==> config.mk <==
export PLATFORM = sky130hd
export DESIGN_NAME = ctrl_seq
export DESIGN_NICKNAME = d
export VERILOG_FILES = /design/src/rtl/ctrl_seq_pkg.sv /design/src/rtl/ctrl_seq_insn_decode.sv /design/src/rtl/ctrl_seq.sv
export SDC_FILE = /design/constraint.sdc
export NUM_CORES = 1
export LEC_CHECK = 0
export BUFFER_PORTS_ARGS = -buffer_cell sky130_fd_sc_hd__buf_2
export CORE_UTILIZATION = 42
export CTS_BUF_LIST = sky130_fd_sc_hd__clkbuf_8
export CTS_CLUSTER_SIZE = 28
export DETAILED_ROUTE_END_ITERATION = 16
export GPL_TIMING_DRIVEN = 1
export PLACE_DENSITY = 0.86
export SLEW_MARGIN = 25
export SYNTH_ARGS = -nofsm -noshare
export SYNTH_HDL_FRONTEND = slang
export SYNTH_SLANG_ARGS = --single-unit
==> constraint.sdc <==
create_clock -name clk -period 1.7 [get_ports clk]
set_clock_uncertainty 0.15 [all_clocks]
set_input_delay 0.085 -clock clk [delete_from_list [all_inputs] [get_ports clk]]
set_output_delay 0.085 -clock clk [all_outputs]
set_load 0.05 [all_outputs]
==> src/rtl/ctrl_seq_pkg.sv <==
// ctrl_seq_pkg -- shared constants and types for the ctrl_seq controller.
//
// Contents:
//   ALU_MODE_COUNT and the one-hot bit index of each ALU operation
//   4-bit opcode constants
//   FSM state encodings (FETCH, EXEC, HALT)
//   ctrl_t: decoded control bundle passed from insn_decode to ctrl_seq
//   alu_onehot(): builds a one-hot ALU select from a bit index
//
// Configuration: WF8_BRANCH_EN (see insn_decode) enables JMP/BZ.
package ctrl_seq_pkg;

    localparam int ALU_MODE_COUNT    = 7;
    localparam int ALU_MODE_ADD      = 0;
    localparam int ALU_MODE_SHIFT    = 1;
    localparam int ALU_MODE_NOT      = 2;
    localparam int ALU_MODE_AND      = 3;
    localparam int ALU_MODE_OR       = 4;
    localparam int ALU_MODE_BYPASS_A = 5;
    localparam int ALU_MODE_BYPASS_B = 6;

    localparam logic [3:0] OP_NOP  = 4'h0;
    localparam logic [3:0] OP_ADD  = 4'h1;
    localparam logic [3:0] OP_ADDI = 4'h2;
    localparam logic [3:0] OP_SH   = 4'h3;
    localparam logic [3:0] OP_SHI  = 4'h4;
    localparam logic [3:0] OP_NOT  = 4'h5;
    localparam logic [3:0] OP_AND  = 4'h6;
    localparam logic [3:0] OP_OR   = 4'h7;
    localparam logic [3:0] OP_MVA  = 4'h8;
    localparam logic [3:0] OP_MVR  = 4'h9;
    localparam logic [3:0] OP_LI   = 4'hA;
    localparam logic [3:0] OP_JMP  = 4'hB;
    localparam logic [3:0] OP_BZ   = 4'hC;
    localparam logic [3:0] OP_HALT = 4'hF;

    localparam logic [1:0] ST_FETCH = 2'd0;
    localparam logic [1:0] ST_EXEC  = 2'd1;
    localparam logic [1:0] ST_HALT  = 2'd2;

    typedef struct packed {
        logic [ALU_MODE_COUNT-1:0] alu_mode;
        logic                      a_sel_pc;
        logic                      b_sel_imm;
        logic                      acc_we;
        logic                      reg_we;
        logic                      pc_we;
        logic                      pc_inc;
        logic                      illegal;
        logic                      halt;
    } ctrl_t;

    function automatic logic [ALU_MODE_COUNT-1:0] alu_onehot(input int idx);
        logic [ALU_MODE_COUNT-1:0] v;
        v      = '0;
        v[idx] = 1'b1;
        return v;
    endfunction

endpackage

==> src/rtl/ctrl_seq_insn_decode.sv <==
// insn_decode -- purely combinational opcode-to-control mapping.
//
// Ports:
//   op_i       [3:0]  latched opcode field
//   rs_i       [2:0]  latched register field
//   acc_zero_i        accumulator-is-zero flag (BZ condition)
//   ctrl_o            decoded control bundle (ctrl_t), not gated by FSM state
//
// Configuration: WF8_BRANCH_EN defined enables JMP (B) and BZ (C);
// undefined, both decode as illegal and pc_we is never produced.
module insn_decode
    import ctrl_seq_pkg::*;
(
    input  logic [3:0] op_i,
    input  logic [2:0] rs_i,
    input  logic       acc_zero_i,
    output ctrl_t      ctrl_o
);

    logic reg_form;
    logic bad;

`ifndef WF8_BRANCH_EN
    // The branch condition has no consumer without branches.
    logic unused_acc_zero;
    assign unused_acc_zero = acc_zero_i;
`endif

    always_comb begin
        ctrl_o   = '0;
        reg_form = 1'b0;
        bad      = 1'b0;
        case (op_i)
            OP_NOP:  ;
            OP_ADD:  begin ctrl_o.alu_mode = alu_onehot(ALU_MODE_ADD);      ctrl_o.acc_we = 1'b1; reg_form = 1'b1; end
            OP_ADDI: begin ctrl_o.alu_mode = alu_onehot(ALU_MODE_ADD);      ctrl_o.acc_we = 1'b1; ctrl_o.b_sel_imm = 1'b1; end
            OP_SH:   begin ctrl_o.alu_mode = alu_onehot(ALU_MODE_SHIFT);    ctrl_o.acc_we = 1'b1; reg_form = 1'b1; end
            OP_SHI:  begin ctrl_o.alu_mode = alu_onehot(ALU_MODE_SHIFT);    ctrl_o.acc_we = 1'b1; ctrl_o.b_sel_imm = 1'b1; end
            OP_NOT:  begin ctrl_o.alu_mode = alu_onehot(ALU_MODE_NOT);      ctrl_o.acc_we = 1'b1; end
            OP_AND:  begin ctrl_o.alu_mode = alu_onehot(ALU_MODE_AND);      ctrl_o.acc_we = 1'b1; reg_form = 1'b1; end
            OP_OR:   begin ctrl_o.alu_mode = alu_onehot(ALU_MODE_OR);       ctrl_o.acc_we = 1'b1; reg_form = 1'b1; end
            OP_MVA:  begin ctrl_o.alu_mode = alu_onehot(ALU_MODE_BYPASS_A); ctrl_o.reg_we = 1'b1; reg_form = 1'b1; end
            OP_MVR:  begin ctrl_o.alu_mode = alu_onehot(ALU_MODE_BYPASS_B); ctrl_o.acc_we = 1'b1; reg_form = 1'b1; end
            OP_LI:   begin ctrl_o.alu_mode = alu_onehot(ALU_MODE_BYPASS_B); ctrl_o.acc_we = 1'b1; ctrl_o.b_sel_imm = 1'b1; end
`ifdef WF8_BRANCH_EN
            OP_JMP:  begin ctrl_o.alu_mode = alu_onehot(ALU_MODE_BYPASS_A); ctrl_o.pc_we = 1'b1; end
            OP_BZ: begin
                // Target is PC + imm; only the write is conditional.
                ctrl_o.alu_mode  = alu_onehot(ALU_MODE_ADD);
                ctrl_o.a_sel_pc  = 1'b1;
                ctrl_o.b_sel_imm = 1'b1;
                ctrl_o.pc_we     = acc_zero_i;
            end
`endif
            OP_HALT: ctrl_o.halt = 1'b1;
            default: bad = 1'b1;
        endcase

        // x7 does not exist; register forms naming it are rejected.
        if (reg_form && rs_i == 3'd7) begin
            bad = 1'b1;
        end

        // Sequential PC advance unless the PC is being loaded or we stop.
        ctrl_o.pc_inc = ~(ctrl_o.pc_we | ctrl_o.halt);

        if (bad) begin
            ctrl_o         = '0;
            ctrl_o.illegal = 1'b1;
            ctrl_o.pc_inc  = 1'b1;
        end
    end

endmodule

==> src/rtl/ctrl_seq.sv <==
// ctrl_seq -- fetch/execute control sequencer for an 8-bit accumulator core.
//
// Ports:
//   clk, rst                 rising-edge clock, asynchronous active-high reset
//   imem_req / imem_ack      fetch handshake; imem_rdata = {opcode, operand}
//   acc_zero                 accumulator zero flag, used by BZ in EXEC only
//   alu_mode                 one-hot ALU select (EXEC only)
//   a_sel_pc, b_sel_imm      ALU operand selects
//   rs_addr, imm             latched [2:0] and [3:0] of the instruction
//   acc_we, reg_we, pc_we, pc_inc  writeback strobes (EXEC only)
//   halted, illegal          halt level, illegal-opcode pulse
//
// Configuration: WF8_BRANCH_EN enables JMP/BZ (decoded in insn_decode).
module ctrl_seq
    import ctrl_seq_pkg::*;
#(
    parameter int BIT_COUNT = 8
) (
    input  logic                      clk,
    input  logic                      rst,
    output logic                      imem_req,
    input  logic                      imem_ack,
    input  logic [BIT_COUNT-1:0]      imem_rdata,
    input  logic                      acc_zero,
    output logic [ALU_MODE_COUNT-1:0] alu_mode,
    output logic                      a_sel_pc,
    output logic                      b_sel_imm,
    output logic [2:0]                rs_addr,
    output logic [3:0]                imm,
    output logic                      acc_we,
    output logic                      reg_we,
    output logic                      pc_we,
    output logic                      pc_inc,
    output logic                      halted,
    output logic                      illegal
);

    logic [1:0]           state_q;
    logic [1:0]           state_d;
    logic [BIT_COUNT-1:0] insn_q;
    logic [BIT_COUNT-1:0] insn_d;
    ctrl_t                dec;
    logic                 in_exec;

    insn_decode u_decode (
        .op_i       (insn_q[7:4]),
        .rs_i       (insn_q[2:0]),
        .acc_zero_i (acc_zero),
        .ctrl_o     (dec)
    );

    always_comb begin
        state_d = state_q;
        insn_d  = insn_q;
        case (state_q)
            ST_FETCH: begin
                if (imem_ack) begin
                    insn_d  = imem_rdata;
                    state_d = ST_EXEC;
                end
            end
            ST_EXEC:  state_d = dec.halt ? ST_HALT : ST_FETCH;
            ST_HALT:  state_d = ST_HALT;
            default:  state_d = ST_FETCH;
        endcase
    end

    always_ff @(posedge clk or posedge rst) begin
        if (rst) begin
            state_q <= ST_FETCH;
            insn_q  <= '0;
        end else begin
            state_q <= state_d;
            insn_q  <= insn_d;
        end
    end

    // Outputs are gated with rst directly: the register already sits in
    // FETCH during reset, but nothing (not even imem_req) may be visible.
    assign in_exec   = (state_q == ST_EXEC) && !rst;
    assign imem_req  = (state_q == ST_FETCH) && !rst;
    assign halted    = (state_q == ST_HALT) && !rst;

    assign alu_mode  = in_exec ? dec.alu_mode : '0;
    assign a_sel_pc  = in_exec & dec.a_sel_pc;
    assign b_sel_imm = in_exec & dec.b_sel_imm;
    assign acc_we    = in_exec & dec.acc_we;
    assign reg_we    = in_exec & dec.reg_we;
    assign pc_we     = in_exec & dec.pc_we;
    assign pc_inc    = in_exec & dec.pc_inc;
    assign illegal   = in_exec & dec.illegal;

    // insn_q is cleared asynchronously, so these read 0 during reset.
    assign rs_addr   = insn_q[2:0];
    assign imm       = insn_q[3:0];

endmodule

# Word level (Yosys, flattened, before mapping)
# Cells that the tools add are included.
[op_classes]
eq_ne = 15
muxes = 13
bitwise = 8
n_reduce_logical = 15
[op_table]
columns = ["operator", "n"]
rows = [
  ["one-hot mux 7 bit (7 select lines)", 1],
  ["== test 4 x 3 -> 1 bit, second input constant", 4],
  ["== test 4 bit, second input constant", 4],
  ["2-to-1 mux 15 bit", 1],
  ["OR reduction 12 bit", 1],
  ["OR reduction 9 bit", 1],
  ["== test 4 x 2 -> 1 bit, second input constant", 2],
  ["bitwise AND 1 bit", 7],
  ["2-to-1 mux 1 bit", 7],
  ["2-to-1 mux 7 bit", 1],
  ["one-hot mux 2 bit (3 select lines)", 1],
  ["OR reduction 2 bit", 3],
  ["OR reduction 6 bit", 1],
  ["== test 4 x 1 -> 1 bit, second input constant", 1],
  ["logical AND 1 bit", 4],
  ["zero test 4 bit", 1],
  ["2-to-1 mux 2 bit", 2],
  ["== test 3 bit, second input constant", 1],
  ["OR reduction 3 bit", 1],
  ["== test 2 x 1 -> 1 bit, second input constant", 1],
  ["== test 2 bit, second input constant", 1],
  ["zero test 2 bit", 1],
  ["!= test 2 bit, second input constant", 1],
  ["AND reduction 2 bit", 1],
  ["other kinds (2)", 2],
]
[totals]
register_bits = 10
in_bits = 12
out_inout_bits = 23
word_cells = 53

# Depth between registers and ports, before layout
# Gate-level depths: netlist of run 1.
[depth]
depth_word = 8
ltp_mapped = 4
mapped_depth_nobuf = 3

# Modules after synthesis
# Synthesis of run 1 repeated with hierarchy kept, for this count alone.
[hier_totals]
cells_unflattened = 88
area_unflattened_um2 = 867.1
[by_module_without_submodules]
columns = ["module", "instances", "cells_each", "area_each_um2", "seq_area_each_um2"]
rows = [
  ["ctrl_seq", 1, 49, 594.3, 250.2],
  ["insn_decode", 1, 39, 272.8, 0.0],
]

# Least setup slack after synthesis of run 1
# OpenSTA, ideal clock, no wires.
[synth_path]
kind = "register to output"
start = "reg state_q[1]"
end = "out illegal"
arrival_time_ns = 3.298
required_ns = 1.465
setup_slack_ns = -1.833
path_stages_with_launch = 4
n_path_buf = 1
path_cell_list = "dfrtp_1 -> or3b_1 -> buf_2 -> a2111oi_0"
[synth_between]
elab_chain_cells = 3
[synth_rtl]
columns = ["element", "line_no", "source"]
rows = [
  ["from (decl)", "ctrl_seq.sv:38", "logic [1:0] state_q;"],
  ["from (signal assigned)", "ctrl_seq.sv:73", "state_q <= state_d;"],
  ["== test 2 x 1 -> 1 bit", "ctrl_seq.sv:80", "assign in_exec = (state_q == ST_EXEC) && !rst;"],
  ["logical AND 1 bit", "ctrl_seq.sv:80", ""],
  ["bitwise AND 1 bit", "ctrl_seq.sv:91", "assign illegal = in_exec & dec.illegal;"],
  ["to (decl)", "ctrl_seq.sv:35", "output logic illegal"],
]
# Every way passes these cells.

# Worst setup path in the final report of run 1
[layout_path]
start = "reg state_q[1]"
end = "out acc_we"
[layout_between]
elab_chain_cells = 3
[layout_rtl]
columns = ["element", "line_no", "source"]
rows = [
  ["== test 2 x 1 -> 1 bit", "ctrl_seq.sv:80", ""],
  ["logical AND 1 bit", "ctrl_seq.sv:80", ""],
  ["bitwise AND 1 bit", "ctrl_seq.sv:87", "assign acc_we = in_exec & dec.acc_we;"],
  ["to (decl)", "ctrl_seq.sv:30", "output logic acc_we,"],
]
# Every way passes these cells.

==> impl_metrics.py, run 1 <==
metrics = {
    "place": {
        "place.gp.congestion": 0.768,
        "dpl.cell_count": 129,
        "place_ws_ns": -0.127,
        "io_buffers": 31,
        "placed_area_um2": 1040,
        "place_hpwl_um": 1490,
    },
    "worst_setup_path": {
        "arrival_ns": 1.70,
        "cp.required_ns": 1.46,
        "r2r_slack_ns": 0.01,
        "startpoint_type": "flop",
        "critical_path_class": "reg -> out",
        "r2r_start": "state_q[1]",
        "crit_path_end_kind": "output port",
        "r2r-end": "insn_q[2]",
        "cp_max_fo": 4,
        "worst_r2r_path_depth": 5,
    },
    "timing": {
        "rsz0062_at_grt": "true",
        "hold_ws_ns": 0.168,
        "setup_viol": 12,
        "setup_slack_ns": -0.238,
        "tns_ns": -1.76,
        "period_share_pct": 114,
        "period_needed_ns": 1.94,
        "hold_viol": 0,
        "drv_slew": 0,
        "timing.fmax_mhz": 516,
    },
    "cts": {
        "cts_inserted_buffers": 3,
        "tritoncts": "yes",
        "cts_max_path_buffers": 2,
        "clock_latency_ns": 0.23,
        "cts_root_buf": "clkbuf_8",
        "cts_num_sinks": 10,
        "htree_levels": 1,
        "clk_pin_slew_ns": 0.05,
    },
    "floorplan": {
        "die_w_um": 42.7,
        "rows": 14,
        "dieHeight_um": 42.7,
        "initial_core_util_pct": 45.6,
        "core-area_um2": 1520,
        "ios": 35,
        "dieArea_um2": 1820,
    },
    "pwr": {
        "pwr-share-seq_pct": 22.4,
        "power_frac_comb_pct": 59.8,
        "p_leak_nw": 0.604,
        "clkPwrFrac_pct": 17.8,
        "p_int_uw": 860,
        "sw_frac_of_total_pct": 48.1,
        "p_sw_uw": 798,
        "fin_total_pwr_mw": 1.66,
        "max-vdd-ir-drop_uv": 1150,
        "power_density_nw_per_um2": 1260,
    },
    "route": {
        "first_iter_violations": 9,
        "wire_per_inst_um": 15.9,
        "vias": 761,
        "drc": 0,
        "drt_pre_antenna_iters": 4,
        "drtAntennaViolNets": 0,
        "via_per_inst": 5.25,
        "wirelength_um": 2310,
    },
    "global_route": {
        "grt_pass1_wl_um": 3680,
        "grtUsageTotal_pct": 27.3,
        "antenna_found_initial": 0,
        "grt_overflow": 0,
        "grt_pass1_vias": 792,
        "grt_max_degree": 12,
    },
    "logic_synthesis": {
        "avgSynthCellArea_um2": 8.81,
        "yosys-top-cells-area": "dfrtp_1 36%, mux2_2 11%, buf_4 9.7%",
        "synthCells": 79,
        "synth_top_area_share_pct": 36.0,
        "yosysSeqAreaShare_pct": 36.0,
        "synth_seq_cells": 10,
        "synth_async_sr_flop_share_pct": 100,
        "synth-edff-count": 0,
        "syn-cell-area_um2": 696,
        "synthFlopType": "dfrtp_1",
        "synth_area_leader_cell": "dfrtp_1",
        "yosysWarnings": 0,
        "ys_types": 33,
    },
    "cells_and_area": {
        "final_common_cell": "buf_2",
        "syn2layout_area_growth_pct": 89.2,
        "nets": 142,
        "diodes": 0,
        "final_area_um2": 1320,
        "multiInputGateArea_um2": 509,
        "nFillCells": 70,
        "final_cell_mix": "20 x buf_2, 18 x buf_4, 13 x buf_6",
        "instances_no_fill": 145,
        "regArea_um2": 253,
        "drive_above_1_share_pct": 62.0,
        "utilization_pct": 86.4,
    },
    "min_path": {
        "hold_path_class": "in -> reg",
        "worstHoldStart": "imem_ack",
        "hold_end": "state_q[0]",
        "min_path_cells": 3,
    },
    "outcome": {
        "failed_checks": "negative setup slack",
        "status": "complete, but fails checks",
    },
    "flow_run": {
        "timing.max_cap.violations": 0,
    },
}
worst max path at each step:
| stage | startpoint | endpoint | slack [ns] | cells after the start |
|---|---|---|---|---|
| 4_1_cts | state_q[1] | acc_we | -0.25 | 4 |
| 5_1_grt | state_q[1] | acc_we | -0.28 | 4 |
| 2_1_floorplan | state_q[1] | alu_mode[0] | -0.17 | 4 |
| 6_report | state_q[1] | acc_we | -0.24 | 4 |
| 3_3_place_gp | state_q[1] | acc_we | -0.09 | 4 |
| 3_5_place_dp | state_q[1] | acc_we | -0.13 | 4 |
synth_stat cells, types with 2 or more instances:
master / count
nand4_1: 2
dfrtp_1: 10
nor3_1: 8
nor3b_1: 2
nor2_1: 3
nand3_1: 4
clkbuf_1: 4
buf_4: 9
nand2_1: 3
o21ai_0: 3
mux2_2: 7
a21oi_1: 2
inv_1: 2
state kept, by name, indices dropped and copies added (netlist names):
signal   count
insn_q       8
state_q      2
worst max-delay path, stage by stage, from the launching register on:
cell     delay [ns]
dfrtp_1        0.37
or3b_4         0.40
or4_4          0.44
o31ai_4        0.07
buf_6          0.19
area by class of cell:
class,instances,share of cell area [%]
Clock buffer,4,4.18
Multi-Input combinational cell,53,38.7
Inverter,2,0.570
Tap cell,16,1.52
Timing Repair Buffer,60,35.8
Sequential cell,10,19.2
per-layer routing:
metal,vias up,track usage (%),part of all wire (%)
met1,354,30.5,37
met2,32,51.5,57
met5,-,0,0
met4,0,10.6,1.6
li1,371,-,-
met3,4,2.98,3.8
logic make-up after synthesis:
group                     count (synthesis)  synth area share (%)
DFF                                      10                  36.0
and+or+nand+nor                          34                  28.6
buffers and inverters                    17                  14.2
xor gates and xnor gates                  1                  1.26
other                                     1                 0.539
muxes                                     7                  11.3
AOI/OAI and AO/OA                         9                  8.09
power by group through the flow:
| stage | Combinational, mW | Clock, mW | Sequential (mW) |
|---|---|---|---|
| after floorplan | 0.711 | 0 | 0.354 |
| after global placement | 0.859 | 0 | 0.363 |
| after detailed placement | 0.883 | 0 | 0.368 |
| after CTS | 0.958 | 0.299 | 0.367 |
| after global routing | 1.04 | 0.317 | 0.382 |
| final | 0.991 | 0.295 | 0.372 |
timing repair:
item	CTS	global route
cloned	0	1
buffers inserted	2	1
pin swaps	2	1
setup endpoints to repair	12	19
hold buffers	9	0
gates resized for setup	30	6
endpoints found under the hold margin	18	0
Note: power is estimated with default switching activity, not from simulation.
==> run 2, diff against run 1 <==
- CORE_MARGIN: not set -> 4
- CORE_UTILIZATION: 42 -> 45
- PLACE_DENSITY: 0.86 -> 0.87
- SYNTH_HIERARCHICAL: not set -> 1
==> impl_metrics.py, run 2 <==
metrics = {
    "pwr": {
        "fin_total_pwr_mw": 1.98,
        "p_sw_uw": 919,
        "power_frac_comb_pct": 64.2,
        "pwr-share-seq_pct": 24.2,
        "max-vdd-ir-drop_uv": 1130,
        "p_int_mw": 1.06,
        "sw_frac_of_total_pct": 46.5,
        "power_density_nw_per_um2": 1550,
        "clkPwrFrac_pct": 11.6,
        "p_leak_nw": 0.615,
    },
    "floorplan": {
        "ios": 35,
        "core-area_um2": 1780,
        "initial_core_util_pct": 48.6,
        "dieArea_um2": 2690,
        "die_w_um": 51.9,
        "rows": 15,
        "dieHeight_um": 51.9,
    },
    "worst_setup_path": {
        "r2r_start": "state_q[1]",
        "r2r-end": "insn_q[5]",
        "cp_max_fo": 8,
        "r2r_slack_ns": 0.27,
        "arrival_ns": 1.52,
        "startpoint_type": "flop",
        "crit_path_end_kind": "output port",
        "cp.required_ns": 1.46,
        "critical_path_class": "reg -> out",
        "worst_r2r_path_depth": 3,
    },
    "logic_synthesis": {
        "yosysWarnings": 6,
        "synth_async_sr_flop_share_pct": 100,
        "yosysSeqAreaShare_pct": 28.9,
        "syn-cell-area_um2": 867,
        "synth_seq_cells": 10,
        "synthFlopType": "dfrtp_1",
        "synth_top_area_share_pct": 28.9,
        "synth_area_leader_cell": "dfrtp_1",
        "synthCells": 88,
        "yosys-top-cells-area": "dfrtp_1 29%, mux2_4 16%, and2_1 11%",
        "yosysMostFrequentCell": "and2_1",
        "synth_commonest_cells": "15 x and2_1, 11 x buf_4, 10 x dfrtp_1",
        "synth-edff-count": 0,
        "ys_types": 30,
        "avgSynthCellArea_um2": 9.85,
    },
    "timing": {
        "rsz0062_at_grt": "true",
        "period_share_pct": 103,
        "timing.fmax_mhz": 569,
        "setup_viol": 2,
        "drv_slew": 0,
        "tns_ns": -0.0767,
        "period_needed_ns": 1.76,
        "setup_slack_ns": -0.0573,
        "hold_viol": 0,
    },
    "cells_and_area": {
        "diodes": 0,
        "largest_reg_flops": 8,
        "drive_above_1_share_pct": 58.8,
        "regMostFlops": "insn_q",
        "instances_no_fill": 156,
        "final_area_um2": 1280,
        "syn2layout_area_growth_pct": 47.2,
        "reg_top3": "insn_q (8), state_q (2)",
        "nets": 145,
        "final_common_cell": "buf_2",
        "final_cell_mix": "19 x buf_2, 17 x buf_4, 15 x and2_1",
    },
    "place": {
        "place_hpwl_um": 1300,
        "place_ws_ns": 0.0431,
        "placed_area_um2": 963,
        "dpl.cell_count": 132,
        "io_buffers": 31,
        "place.gp.congestion": 0.796,
    },
    "cts": {
        "tritoncts": "yes",
        "htree_levels": 1,
        "clock_latency_ns": 0.23,
        "cts_max_path_buffers": 2,
        "clk_pin_slew_ns": 0.04,
        "cts_inserted_buffers": 3,
        "cts_root_buf": "clkbuf_8",
        "cts_num_sinks": 10,
    },
    "min_path": {
        "hold_path_class": "in -> reg",
        "worstHoldStart": "imem_ack",
        "min_path_cells": 3,
        "hold_end": "state_q[0]",
    },
    "flow_run": {
        "timing.max_cap.violations": 0,
    },
    "route": {
        "vias": 755,
        "first_iter_violations": 14,
        "drt_pre_antenna_iters": 4,
        "wirelength_um": 1940,
        "via_per_inst": 4.84,
        "drtAntennaViolNets": 0,
        "drc": 0,
        "wire_per_inst_um": 12.5,
    },
    "global_route": {
        "antenna_found_initial": 0,
        "grt_max_degree": 15,
        "grt_pass1_vias": 678,
        "grt_pass1_wl_um": 3140,
        "grt_overflow": 0,
        "grtUsageTotal_pct": 15.4,
    },
    "outcome": {
        "failed_checks": "negative setup slack",
        "status": "complete, but fails checks",
    },
}
[run 2: cell types whose count changed after synthesis, moves of 2 or more]
cell / before / now
nor4_1: 0 / 2
and2_1: 0 / 15
nor3b_1: 2 / 0
buf_6: 0 / 3
mux2_4: 0 / 9
nand2_1: 3 / 1
o21ai_0: 3 / 1
nand3_1: 4 / 2
clkbuf_1: 4 / 0
nor3b_2: 0 / 2
buf_4: 9 / 11
mux2_2: 7 / 0
nor3_1: 8 / 3
[run 2: through the flow]
stage / utilization, % / hold slack [ns]
floorplan: - / -0.225
global placement: 54.0 / -0.0312
detailed placement: 54.0 / -0.0135
finish: 71.6 / 0.180
global route: 71.6 / 0.193
CTS: 67.4 / 0.177
[run 2: metal layers]
layer	track usage, %	wire, um
met5	0	0
met4	6.99	33
met3	4.01	118
met2	25.9	982
met1	18.2	809
[run 2: layout make-up]
type	count	area, um2
fill	140	507
multi-input combinational	60	510
tap	25	31.3
inverter	3	11.3
timing repair buffer	55	423
sequential	10	259
clock buffer	3	41.3
[run 2: power by group through the flow]
| stage | Combinational [mW] | Clock, mW | Sequential (mW) |
|---|---|---|---|
| after global routing | 1.34 | 0.251 | 0.496 |
| after CTS | 1.16 | 0.237 | 0.481 |
| after detailed placement | 0.992 | 0 | 0.492 |
| final | 1.27 | 0.230 | 0.478 |
| after floorplan | 1.03 | 0 | 0.405 |
| after global placement | 0.966 | 0 | 0.480 |
[run 2: worst max-delay path by stage]
stage                         start       to  slack (ns)  cells past startpoint
after global routing      insn_q[0]  illegal       -0.11                      5
final                     insn_q[5]  illegal       -0.06                      5
after floorplan           insn_q[2]  illegal        0.06                      5
after global placement    insn_q[6]  illegal         0.1                      5
after detailed placement  insn_q[6]  illegal        0.04                      5
after CTS                 insn_q[0]  illegal       -0.03                      5
[run 2: cell families (layout without fill, tap and decap cells)]
| family | after synthesis | after routing | synth area share, % |
|---|---|---|---|
| AOI/OAI and AO/OA | 9 | 9 | 7.94 |
| buffers and inverters | 19 | 61 | 15.9 |
| DFF | 10 | 10 | 28.9 |
| muxes | 10 | 10 | 16.7 |
| other | 1 | 2 | 0.432 |
| and+or+nand+nor | 39 | 39 | 30.2 |
[run 2: what timing repair did]
action                                  4_1_cts  5_1_grt
hold buffers                                  9        0
endpoints found under the setup margin       12       12
gates resized for setup                      16       19
pin swaps                                     2        1
setup buffers                                 8        4
gates cloned                                  0        0
hold endpoints to repair                     18        0
[run 2: critical path: stages (launching register included)]
cell	delay, ns
dfrtp_2	0.46
mux2_4	0.32
o22ai_2	0.14
nor3b_2	0.07
and2_1	0.17
buf_6	0.15
==> run 3, diff against run 2 <==
--- a/config.mk
+++ b/config.mk
@@ -15,2 +15,3 @@
 export PLACE_DENSITY = 0.87
+export SKIP_CTS_REPAIR_TIMING = 1
 export SLEW_MARGIN = 25
--- a/constraint.sdc
+++ b/constraint.sdc
@@ -4,2 +4,2 @@
 set_output_delay 0.085 -clock clk [all_outputs]
-set_load 0.05 [all_outputs]
+set_load 0.005 [all_outputs]
==> impl_metrics.py, run 3 (synthesis results as in run 2) <==
metrics = {
    "cts": {
        "clk_pin_slew_ns": 0.04,
        "clock_latency_ns": 0.23,
        "htree_levels": 1,
        "tritoncts": "yes",
        "cts_root_buf": "clkbuf_8",
        "cts_inserted_buffers": 3,
        "cts_max_path_buffers": 2,
        "cts_num_sinks": 10,
    },
    "floorplan": {
        "die_w_um": 51.9,
        "dieHeight_um": 51.9,
        "core-area_um2": 1780,
        "rows": 15,
        "ios": 35,
        "initial_core_util_pct": 48.6,
        "dieArea_um2": 2690,
    },
    "timing": {
        "hold_viol": 0,
        "period_share_pct": 98.0,
        "rsz0062_at_grt": "true",
        "timing.fmax_mhz": 600,
        "period_needed_ns": 1.67,
        "drv_slew": 0,
        "setup_viol": 0,
    },
    "flow_run": {
        "timing.max_cap.violations": 0,
    },
    "cells_and_area": {
        "reg_top3": "insn_q (8), state_q (2)",
        "diodes": 0,
        "largest_reg_flops": 8,
        "final_common_cell": "buf_2",
        "syn2layout_area_growth_pct": 39.7,
        "drive_above_1_share_pct": 58.1,
        "nets": 143,
        "instances_no_fill": 154,
        "nFillCells": 142,
        "final_cell_mix": "32 x buf_2, 15 x and2_1, 10 x buf_4",
        "regMostFlops": "insn_q",
    },
    "global_route": {
        "grtUsageTotal_pct": 12.6,
        "grt_pass1_wl_um": 2560,
        "grt_pass1_vias": 594,
        "grt_overflow": 0,
        "antenna_found_initial": 0,
        "grt_max_degree": 15,
    },
    "pwr": {
        "p_leak_nw": 0.610,
        "power_density_nw_per_um2": 1340,
        "fin_total_pwr_mw": 1.63,
        "max-vdd-ir-drop_uv": 842,
    },
    "route": {
        "wire_per_inst_um": 12.6,
        "drt_pre_antenna_iters": 3,
        "vias": 765,
        "wirelength_um": 1940,
        "drc": 0,
        "first_iter_violations": 6,
        "via_per_inst": 4.97,
        "drtAntennaViolNets": 0,
    },
    "worst_setup_path": {
        "arrival_ns": 1.43,
        "cp.depth": 6,
        "critical_path_class": "reg -> out",
        "cp_max_fo": 6,
        "cp_slowest_stage_delay_ns": 0.44,
        "crit_slowest_cell": "dfrtp_1",
        "crit_chain": "buf_2 -> nor2_1 -> nand2_1 -> a21oi_1 -> and2_1 -> buf_2",
        "crit_path_end_kind": "output port",
        "path_buf_inv": 2,
        "worst_r2r_path_depth": 3,
        "cp.required_ns": 1.46,
        "critPathTopFamily": "flip-flops",
        "startpoint_type": "flop",
        "crit_top_cell": "buf_2",
    },
    "place": {
        "place.gp.congestion": 0.734,
        "io_buffers": 31,
        "place_hpwl_um": 1210,
        "dpl.cell_count": 131,
    },
    "min_path": {
        "min_path_cells": 3,
        "hold_path_class": "in -> reg",
    },
    "outcome": {
        "status": "finished, final reports clean",
    },
}
[run 3: worst min-delay path: stages]
cell	delay [ns]
buf_2	0.09
nor3b_2	0.15
buf_4	0.18
[run 3: area by class of cell]
cell class	count	area, um2	area share [%]
Multi-Input combinational cell	60	522	43.1
Clock buffer	3	41.3	3.41
Sequential cell	10	258	21.3
Timing Repair Buffer	53	348	28.7
Tap cell	25	31.3	2.58
Inverter	3	11.3	0.930
[run 3: final timing paths]
path	startpoint	end	slack, ns
min in group asynchronous	rst	state_q[0]	0.27
max in group asynchronous	rst	insn_q[4]	0.84
worst min-delay path	imem_ack	state_q[0]	0.19
worst max-delay path	insn_q[5]	alu_mode[1]	0.03
worst min register to register	insn_q[3]	insn_q[3]	0.36
worst max register to register	state_q[1]	insn_q[0]	0.23
[run 3: per-stage QoR]
step           hold slack [ns]  TNS, ns  setup slack, ns  area, um2  util (%)
2_1_floorplan           -0.225        0            0.278        871         -
3_3_place_gp           -0.0413        0            0.229        946      53.1
3_5_place_dp           -0.0291        0            0.195        946      53.1
4_1_cts                 -0.274  -0.0844          -0.0558        987      55.4
5_1_grt                  0.202   -0.195          -0.0497       1210      67.9
6_report                 0.194        0           0.0345       1210      67.9
[run 3: where the power goes]
part | internal [mW] | switching [mW]
Clock | 0.154 | 0.0760
Sequential | 0.332 | 0.164
Combinational | 0.545 | 0.355
[run 3: per-layer routing]
layer	up-vias	track usage (%)	part of all wire (%)
li1	372	-	-
met1	352	15.2	40
met2	35	20.9	50
met3	6	3.15	7.9
met4	0	5.24	2.0
met5	-	0	0
